<file path="src/rtl/ex_muldiv_unit.sv">
// Iterative RV32M multiply/divide unit for the EX stage: 32-cycle shift-add multiply
// and restoring divide, stalling the pipeline via busy and pulsing done with the result.
module ex_muldiv_unit (
    input  logic        clk,
    input  logic        reset,
    input  logic        start,
    input  logic        flush,
    input  logic [2:0]  funct3,
    input  logic [31:0] op_a,
    input  logic [31:0] op_b,
    input  logic [4:0]  rd_in,
    output logic        busy,
    output logic        done,
    output logic [31:0] result,
    output logic [4:0]  rd_out
);

    typedef enum logic [1:0] {S_IDLE, S_CALC, S_DONE} state_t;

    state_t      state_q, state_d;
    logic [5:0]  cnt_q, cnt_d;
    logic [2:0]  func_q, func_d;
    logic [4:0]  rd_q, rd_d;
    logic [31:0] opnd_q, opnd_d;
    logic        neg_q, neg_d;
    logic [63:0] acc_q, acc_d;
    logic [31:0] result_q, result_d;

    logic        accept, is_div, a_signed, b_signed, sign_a, sign_b;
    logic        div_zero, overflow, special;
    logic [31:0] abs_a, abs_b, special_res;
    logic [32:0] mul_sum, rem_sh;
    logic        rem_ge;
    logic [31:0] rem_nx, rem_fix, final_res;
    logic [63:0] step, prod_fix;

    assign accept = (state_q == S_IDLE) && start && !flush;

    // Operand decode at accept time: absolute values, result sign, special cases.
    always_comb begin
        is_div   = funct3[2];
        a_signed = funct3 inside {3'b001, 3'b010, 3'b100, 3'b110};
        b_signed = funct3 inside {3'b001, 3'b100, 3'b110};
        sign_a   = a_signed && op_a[31];
        sign_b   = b_signed && op_b[31];
        abs_a    = sign_a ? (32'd0 - op_a) : op_a;
        abs_b    = sign_b ? (32'd0 - op_b) : op_b;
        div_zero = is_div && (op_b == 32'd0);
        overflow = is_div && !funct3[0] && (op_a == 32'h8000_0000) && (op_b == 32'hFFFF_FFFF);
        special  = div_zero || overflow;
        if (div_zero) special_res = funct3[1] ? op_a : 32'hFFFF_FFFF;
        else          special_res = funct3[1] ? 32'd0 : 32'h8000_0000;
    end

    // One iteration. Multiply keeps {partial_hi, multiplier} in acc; divide keeps
    // {remainder, dividend/quotient}. opnd_q is the multiplicand or the divisor.
    always_comb begin
        mul_sum   = {1'b0, acc_q[63:32]} + (acc_q[0] ? {1'b0, opnd_q} : 33'd0);
        rem_sh    = acc_q[63:31];
        rem_ge    = rem_sh >= {1'b0, opnd_q};
        rem_nx    = rem_ge ? (rem_sh[31:0] - opnd_q) : rem_sh[31:0];
        step      = func_q[2] ? {rem_nx, acc_q[30:0], rem_ge} : {mul_sum, acc_q[31:1]};
        prod_fix  = neg_q ? (64'd0 - step) : step;
        rem_fix   = neg_q ? (32'd0 - step[63:32]) : step[63:32];
        case (func_q)
            3'b000, 3'b100, 3'b101: final_res = prod_fix[31:0];
            3'b110, 3'b111:         final_res = rem_fix;
            default:                final_res = prod_fix[63:32];
        endcase
    end

    // NOTE: state_q lives in its own flop process; all flops use non-blocking assignments.
    always_ff @(posedge clk or posedge reset) begin
        if (reset) state_q <= S_IDLE;
        else       state_q <= state_d;
    end

    // Next-state logic; flush wins over start and over completion.
    always_comb begin
        state_d = state_q;
        case (state_q)
            S_IDLE:  if (accept) state_d = special ? S_DONE : S_CALC;
            S_CALC:  if (cnt_q == 6'd31) state_d = S_DONE;
            S_DONE:  state_d = S_IDLE;
            default: state_d = S_IDLE;
        endcase
        if (flush) state_d = S_IDLE;
    end

    always_comb begin
        cnt_d    = cnt_q;
        func_d   = func_q;
        rd_d     = rd_q;
        opnd_d   = opnd_q;
        neg_d    = neg_q;
        acc_d    = acc_q;
        result_d = result_q;
        if (accept) begin
            cnt_d  = 6'd0;
            func_d = funct3;
            rd_d   = rd_in;
            opnd_d = is_div ? abs_b : abs_a;
            acc_d  = {32'd0, is_div ? abs_a : abs_b};
            neg_d  = (funct3[2] && funct3[1]) ? sign_a : (sign_a ^ sign_b);
            if (special) result_d = special_res;
        end else if (state_q == S_CALC && !flush) begin
            cnt_d = cnt_q + 6'd1;
            acc_d = step;
            if (cnt_q == 6'd31) result_d = final_res;
        end
    end

    always_ff @(posedge clk or posedge reset) begin
        if (reset) begin
            cnt_q    <= 6'd0;
            func_q   <= 3'd0;
            rd_q     <= 5'd0;
            opnd_q   <= 32'd0;
            neg_q    <= 1'b0;
            acc_q    <= 64'd0;
            result_q <= 32'd0;
        end else begin
            cnt_q    <= cnt_d;
            func_q   <= func_d;
            rd_q     <= rd_d;
            opnd_q   <= opnd_d;
            neg_q    <= neg_d;
            acc_q    <= acc_d;
            result_q <= result_d;
        end
    end

    // Outputs: busy is combinational on start so the accepting cycle already stalls.
    always_comb begin
        busy = accept || (state_q == S_CALC);
        done = (state_q == S_DONE);
    end

    assign result = result_q;
    assign rd_out = rd_q;

endmodule

</file>
<file path="config.mk">
export PLATFORM = sky130hd
export DESIGN_NAME = ex_muldiv_unit
export DESIGN_NICKNAME = d
export VERILOG_FILES = /design/src/rtl/ex_muldiv_unit.sv
export SDC_FILE = /design/constraint.sdc
export NUM_CORES = 1
export LEC_CHECK = 0
export BUFFER_PORTS_ARGS = -buffer_cell sky130_fd_sc_hd__buf_4
export CAP_MARGIN = 20
export CORE_MARGIN = 5
export CORE_UTILIZATION = 45
export DETAILED_ROUTE_END_ITERATION = 7
export PLACE_DENSITY = 0.65
export SYNTH_ARGS = -nofsm -noshare
export SYNTH_HDL_FRONTEND = slang
export SYNTH_SLANG_ARGS = --single-unit
</file>
<file path="constraint.sdc">
create_clock -name clk -period 8.36 [get_ports clk]
set_input_delay 0.418 -clock clk [delete_from_list [all_inputs] [get_ports clk]]
set_output_delay 0.418 -clock clk [all_outputs]
set_load 0.005 [all_outputs]
</file>
# After elaboration in Yosys (flattened, before gate mapping)
# Index checks and enable logic that the tools add are counted.
# classes
addsub	7
mux	27
n_reduce_logical	25
n_eq_ne	16
n_lt_le_gt_ge	1
n_bitwise	1
# op_table
op	count
32-bit two-way mux	14
64-bit two-way mux	4
1-bit by 32-bit subtractor with 32-bit output, first input constant	3
32-bit equality test, second input constant	2
32-bit case mux with 2 select lines	1
1-bit by 64-bit subtractor with 64-bit output, first input constant	1
32-bit by 32-bit adder with 33-bit output	1
33-bit by 32-bit greater-or-equal comparator with 1-bit output	1
32-bit logical NOT	1
32-bit subtractor	1
3-bit equality test, second input constant	6
6-bit two-way mux	2
1-bit logical AND	10
2-bit two-way mux	4
6-bit by 1-bit adder with 6-bit output, second input constant	1
6-bit by 5-bit equality test with 1-bit output, second input constant	1
3-bit != test, second input constant	2
2-bit case mux with 2 select lines	1
2-bit nonzero test	2
4-bit nonzero test	1
3-bit by 1-bit equality test with 1-bit output, second input constant	1
3-bit by 2-bit equality test with 1-bit output, second input constant	1
3-bit logical NOT	1
3-bit AND reduction	1
other kinds (12)	14
# totals
ff_bits	145

# Logic depth before layout (Yosys ltp)
# Gate-level depths: netlist of the first run.
# logic_depth
word_depth	9
depth_mapped	22
ltp_nobuf	20

# Worst setup path after synthesis of the first run
# OpenSTA, ideal clock, no wires.
# synth_path
path_kind	register -> register
start	reg func_q[2]
end	reg result_q[30] (netlist: result[30])
t_required_ns	8.232
synth_period_minus_slack_ns	4.655
setup_time_ns	0.128
path_buffers	6
stages_incl_launch_ff	18
path_slack_ns	3.705
t_arrival_ns	4.527
cell_sequence	dfrtp_1 -> buf_1 -> clkbuf_1 -> buf_2 -> buf_1 -> clkbuf_1 -> clkbuf_1 -> mux2i_1 -> ha_1 -> o211ai_1 -> nor3_1 -> nand2_1 -> or3_1 -> nand3_1 -> nand3_1 -> o41ai_1 -> xor2_1 -> o21ai_0
# synth_via
elab_chain_len	7
elab_cells_between_ends	16
classes_between	add/sub (2); eq/ne (4); mux (7); reduce/logical (3)
# synth_lines
item	line	text
start: declaration	22	logic [2:0] func_q, func_d;
start signal: assignment	124	func_q <= func_d;
64-bit two-way mux	62	step = func_q[2] ? {rem_nx, acc_q[30:0], rem_ge} : {mul_sum, acc_q[31:1]};
1-bit by 64-bit subtractor with 64-bit output / 1-bit by 32-bit subtractor with 32-bit output (equally long branches)	63, 64	
64-bit two-way mux / 32-bit two-way mux (equally long branches)	63, 64	
32-bit case mux with 2 select lines *	65	case (func_q)
32-bit two-way mux *	109	if (cnt_q == 6'd31) result_d = final_res;
32-bit two-way mux *	106	end else if (state_q == S_CALC && !flush) begin
32-bit two-way mux *	98	if (accept) begin
end signal: assignment	129	result_q <= result_d;
end: declaration	27	logic [31:0] result_q, result_d;
# Mark *: on every way between the ends. The rest lies on a longest branch, timed or not. The select of a mux whose other input is x is not followed.
# A chain may end at the register's enable or synchronous reset.

# Worst setup path after layout of the first run
# layout_path
start	reg acc_q[61]
end	reg result_q[30] (netlist: result[30])
# layout_via
elab_chain_len	9
elab_cells_between_ends	13
classes_between	add/sub (4); order compare (1); mux (8)
# layout_lines
item	line	text
start: declaration	26	logic [63:0] acc_q, acc_d;
start signal: assignment	120	acc_q <= 64'd0;
start signal: assignment	128	acc_q <= acc_d;
32-bit subtractor / 33-bit by 32-bit greater-or-equal comparator with 1-bit output (equally long branches)	61, 60	
32-bit two-way mux	61	rem_nx = rem_ge ? (rem_sh[31:0] - opnd_q) : rem_sh[31:0];
64-bit two-way mux *	62	
1-bit by 64-bit subtractor with 64-bit output / 1-bit by 32-bit subtractor with 32-bit output (equally long branches)	63, 64	
64-bit two-way mux / 32-bit two-way mux (equally long branches)	63, 64	
32-bit case mux with 2 select lines *	65	
32-bit two-way mux *	109	
32-bit two-way mux *	106	
32-bit two-way mux *	98	
# Marked as above.

==> metrics.cfg, run 1 <==
[synth]
synth_area_um2=15600
synthDistinctLibCells=96
synth-main-ff-cell=dfrtp_1
async_flop_share=1.00
seq_area_frac_synth=0.232
avgSynthCellArea_um2=7.32
synth_seq_cells=145
synth_nets=2283
synth-edff-count=0
synth_cells=2135
yosys_warnings=0

[worst_setup_path]
required_ns=8.67
worstSetupPathType=reg -> reg
crit_path_start_kind=flop
cp_max_fo=14
critPathArrivalTime_ns=6.83
cp-end-kind=flop

[min_path]
hold_path.class=in -> async

[clock_tree]
clkSlewWorstSetupHoldPaths_ns=0.07
clk_latency_ns=0.45
ctsHoldBuffers=0
clkSinkCount=145
root_buffer=clkbuf_16
cts_buffer_depth=2
post_cts_resize_count=0
cts_buffers=17
tritoncts=yes
postCtsSetupRepairBufs=0
cts_htree_levels=4

[sta]
fmax_mhz=153
slew_violations=0
fin_crit_sh=0.780
tightest_slew_ns=1.17
relSlewSlack=0.216
fin_ws_ns=1.84
fin_setup_tns_ns=0
layout_min_cycle_time_ns=6.52
finalHoldViolations=0
fin_skew_ns=0.0156
rsz0062_at_grt=no
setup_viol_count_final=0

[routing]
antenna_left=0
num_vias=17264
drt-initial-drc-count=1978
via_per_inst=6.57
route.detailed.drc=0
drt-total-wl_um=63700
drt-pass1-iter-count=7
wl_per_cell_um=24.2

[die]
ios=115
die_w_um=196
row_count=68
die_y_um=196
dieArea_um2=38600
start_util=0.454
core_area_um2=34500

[grt]
grt_usage=0.321
grt_pass1_vias=16147
antenna_found_initial=1
overflow=0
grt_max_degree=95
grt_first_pass_wirelength_um=97100

[finish]
diodes=0
syn_to_final_growth_pct=11.0
drive_gt1_frac=0.110
instances_no_fill=2627
multi_input_area_um2=11200
nets=2307
final_core_utilization=0.503
stdcell_area_um2=17300
seqCellArea_um2=3630
num-fill-cells=3477

[placement]
dp_hpwl_um=48000
dpl.cell_count=2595
placed_cell_area_um2=16700
portBuffers=114
place_ws_ns=2.07
place_congestion=0.995

[pwr]
leakage_nw=7.18
ir_drop_v=0.000137
p_per_area_nw_per_um2=382

[job]
max_cap_viol_count=0

[status]
outcome=complete, no violations

## where the power goes
part,switching (mW),leakage [nW],internal [mW]
logic,3.04,5.04,1.63
clock network,0.357,0.279,0.460
registers,0.244,1.87,0.901
total,3.64,7.18,2.99
## synthesized netlist by cell type, drive strengths merged (30+ instances only)
| cell type | instances | area share |
|---|---|---|
| or3 | 38 | 0.016 |
| dfrtp | 145 | 0.23 |
| a31oi | 30 | 0.013 |
| inv | 69 | 0.017 |
| clkbuf | 101 | 0.024 |
| nor3 | 62 | 0.020 |
| nor2 | 196 | 0.047 |
| nand3 | 35 | 0.012 |
| o21ai | 230 | 0.074 |
| o211ai | 51 | 0.024 |
| xor2 | 65 | 0.036 |
| nand2 | 277 | 0.067 |
| xnor2 | 79 | 0.044 |
| a21oi | 179 | 0.057 |
| ha | 70 | 0.056 |
| nand4 | 39 | 0.016 |
| mux2i | 47 | 0.030 |
| buf | 34 | 0.011 |
## placed cells by master, fill, tap and decap left out, drive strengths merged, types with 65 or more instances in the layout
cell,instances
a21oi,179
nand2,277
o21ai,230
inv,73
ha,70
dfrtp,145
buf,140
xor2,65
xnor2,79
nor2,196
## logic make-up (layout without fill, tap and decap cells)
family	after synthesis	count (layout)	share of synthesized area
and+or+nand+nor	773	773	0.235
AOI/OAI and AO/OA	746	746	0.309
buffers and inverters	204	241	0.0516
DFF	145	145	0.232
xor gates and xnor gates	144	144	0.0807
adders and majority gates	72	72	0.0586
muxes	51	51	0.0330
## worst max-delay path: stages (launching register included)
cell and delay [ns]:
dfrtp_1 0.42, ha_1 0.40, a21o_1 0.19, a211o_1 0.29, a41oi_1 0.28, nand4_1 0.78, nor2_2 0.34, nor2_1 0.18
a21oi_1 0.34, ha_1 0.26, o211ai_1 0.18, nor3_1 0.48, nand2_1 0.21, or3_1 0.52, nand3_1 0.38, nand3_1 0.20
o41ai_1 0.58, xor2_1 0.26, o21ai_0 0.10
## area by class of cell
cell class | instances | share of cell area
clock inverter | 13 | 0.00866
sequential | 145 | 0.209
timing repair buffer | 140 | 0.0606
tap | 455 | 0.0328
inverter | 69 | 0.0152
multi-input combinational | 1786 | 0.647
clock buffer | 19 | 0.0261
## metal layers
metal	global-route usage	share of wire	wire length, µm	vias to the layer above
met3	0.0622	0.089	5650	162
li1	-	-	-	7925
met4	0.130	0.043	2750	0
met1	0.437	0.42	26900	8230
met5	0	0	0	-
met2	0.503	0.45	28400	947
## sequential cells by signal (all words and copies together), names as in the netlist
name     flops
rd_out       5
state_q      2
opnd_q      32
func_q       3
cnt_q        6
result      32
neg_q        1
acc_q       64
## worst paths after layout
check,from,end,slack (ns),cells past startpoint
setup / recovery,acc_q[61],result[30],1.84,18
hold reg to reg,opnd_q[20],opnd_q[20],0.48,2
hold / removal,reset,cnt_q[3],0.15,2
max in group asynchronous,reset,neg_q,6.81,3
min in group clk,rd_in[0],rd_out[0],0.16,3
setup reg to reg,acc_q[61],result[30],1.84,18
## through the flow
stage	power (mW)	hold WS, ns
2_1_floorplan	4.32	0.450
3_3_place_gp	5.63	0.461
3_5_place_dp	5.66	0.470
4_1_cts	6.50	0.153
5_1_grt	7.07	0.170
6_report	6.63	0.145
No activity file was read; power rests on OpenSTA's default activity.
==> run 2, diff against run 1 <==
==> constraint.sdc (replaced) <==
create_clock -name clk -period 6.7 [get_ports clk]
set_input_delay 0.335 -clock clk [delete_from_list [all_inputs] [get_ports clk]]
set_output_delay 0.335 -clock clk [all_outputs]
set_load 0.005 [all_outputs]
==> run 2 against run 1 <==
Compared with the run above: clock skew shrank 0.0042 ns; total power grew 25%; combinational power grew 26%; critical path depth is the same; largest cell class unchanged; largest power group unchanged.
==> metrics.cfg, run 2 (synthesized netlist as in run 1, its figures left out) <==
[status]
outcome=complete, no violations

[finish]
syn_to_final_growth_pct=11.2
num-fill-cells=3442  ; -1.0%
top_register=acc_q
final_cell_mix=nand2_1 (275), o21ai_0 (225), nor2_1 (194)
largest_reg_flops=64  ; unchanged
drive_gt1_frac=0.113  ; +0.00367
final_core_utilization=0.505  ; +0.00116
nets=2316  ; +0.39%
instances_no_fill=2637  ; +0.38%
final_common_cell=nand2_1

[worst_setup_path]
crit_path_start_kind=flop
critPathArrivalTime_ns=6.24  ; -0.59 ns
worst_path_dominant_cell_family=simple AND/OR/NAND/NOR gates
cp-end-kind=flop
worstPathBufferInverterCount=0  ; unchanged
worstSetupPathType=reg -> reg
crit_slowest_cell=nand4_1
crit_chain=ha_1 > a21o_1 > a211o_1 > a41oi_1 > nand4_1 > nor2_2 > nor2_1 > a21oi_1 > ha_1 > o211ai_1 > nor3_1 > nand2_1 > or3_1 > nand3_1 > nand3_1 > o41ai_1 > xor2_1 > o21ai_0
slowest_delay_ns=0.72  ; -0.06 ns
required_ns=7.02  ; -1.65 ns
cp_max_fo=14  ; unchanged

[sta]
fmax_mhz=169  ; +10%
finalHoldViolations=0  ; unchanged
layout_min_cycle_time_ns=5.92  ; -0.602 ns
slew_violations=0  ; unchanged
fin_ws_ns=0.780  ; -1.06 ns
relSlewSlack=0.293  ; +0.0771
rsz0062_at_grt=no
fin_setup_tns_ns=0  ; unchanged
setup_viol_count_final=0  ; unchanged
fin_skew_ns=0.0114  ; -0.00420 ns
tightest_slew_ns=1.03  ; -0.140 ns
fin_crit_sh=0.884  ; +0.103

[placement]
portBuffers=114  ; unchanged
dpl.cell_count=2604  ; +0.35%
place_ws_ns=0.905  ; -1.17 ns
place_congestion=1.01  ; +1.5%
dp_hpwl_um=48600  ; +1.4%

[grt]
antenna_found_initial=5  ; +4
grt_first_pass_wirelength_um=96900  ; -0.16%
grt_pass1_vias=16167  ; +0.12%
grt_usage=0.319  ; -0.00214
grt_max_degree=91  ; -4.2%
overflow=0  ; unchanged

[clock_tree]
cts_htree_levels=4  ; unchanged
clkSlewWorstSetupHoldPaths_ns=0.07  ; about the same
root_buffer=clkbuf_16
ctsHoldBuffers=0  ; unchanged
post_cts_resize_count=0  ; unchanged
clk_latency_ns=0.45  ; about the same
cts_buffers=17  ; unchanged
clkSinkCount=145  ; unchanged
cts_buffer_depth=2  ; unchanged
tritoncts=yes
postCtsSetupRepairBufs=0  ; unchanged

[routing]
num_vias=17154  ; -0.64%
drt-total-wl_um=63400  ; -0.43%
drt-initial-drc-count=1766  ; -11%
wl_per_cell_um=24.0  ; -0.81%
drt-pass1-iter-count=7  ; unchanged
via_per_inst=6.51  ; -1.0%
route.detailed.drc=0  ; unchanged
antenna_left=0  ; unchanged

[pwr]
switching_share=0.552  ; +0.00273
switching_power_mw=4.59  ; +26%
leakage_nw=7.22  ; +0.52%
seqPwrFrac=0.173  ; about the same
p_clk_frac=0.118  ; -0.005
ir_drop_v=0.000207  ; +51%
p_int_mw=3.72  ; +25%
pwr-share-comb=0.709  ; +0.005
p_per_area_nw_per_um2=478  ; +25%

[die]
core_area_um2=34500  ; unchanged
row_count=68  ; unchanged
start_util=0.454  ; unchanged
die_y_um=196  ; unchanged
dieArea_um2=38600  ; unchanged
ios=115  ; unchanged
die_w_um=196  ; unchanged

[job]
max_cap_viol_count=0  ; unchanged

[min_path]
hold_path.class=in -> async

run 2: worst paths after layout:
path / startpoint / end / slack, ns / cells after the start
worst max-delay path: acc_q[61] / result[30] / 0.78 / 18
worst min-delay path: reset / cnt_q[0] / 0.04 / 2
worst max register to register: acc_q[61] / result[30] / 0.78 / 18
worst min register to register: opnd_q[31] / opnd_q[31] / 0.48 / 2
max in group asynchronous: reset / acc_q[61] / 5.22 / 3
min in group clk: rd_in[3] / rd_out[3] / 0.07 / 3
run 2: through the flow:
stage	instance area, µm²	total power [mW]	hold slack, ns
3_3_place_gp	16800	7.11	0.459
4_1_cts	17400	8.13	0.0679
2_1_floorplan	15600	5.39	0.440
6_report	17400	8.31	0.0403
3_5_place_dp	16800	7.13	0.471
5_1_grt	17400	8.83	0.0840
run 2: layout make-up:
type                    instances  area [µm²]  area share
multi-input cells            1786       11200       0.646
flip-flops and latches        145        3630       0.209
repair buffers                149        1120      0.0643
well taps                     455         569      0.0327
clock buffers                  17         425      0.0245
inverters                      69         264      0.0152
clock inverters                15         148     0.00849
diodes                          1        2.50    0.000144
run 2: per-layer routing:
metal | vias to the layer above | global-route usage | wire length (µm)
met2 | 857 | 0.505 | 28600
met5 | - | 0 | 0
met4 | 0 | 0.128 | 2770
met1 | 8220 | 0.436 | 26800
li1 | 7950 | - | -
met3 | 127 | 0.0521 | 5200
run 2: power groups by stage:
stage	logic [mW]	clock network, mW	registers [mW]
after floorplan	4.07	0	1.32
after global placement	5.68	0	1.43
after detailed placement	5.69	0	1.44
after CTS	5.73	0.980	1.42
after global routing	6.35	1.01	1.47
final	5.89	0.983	1.44
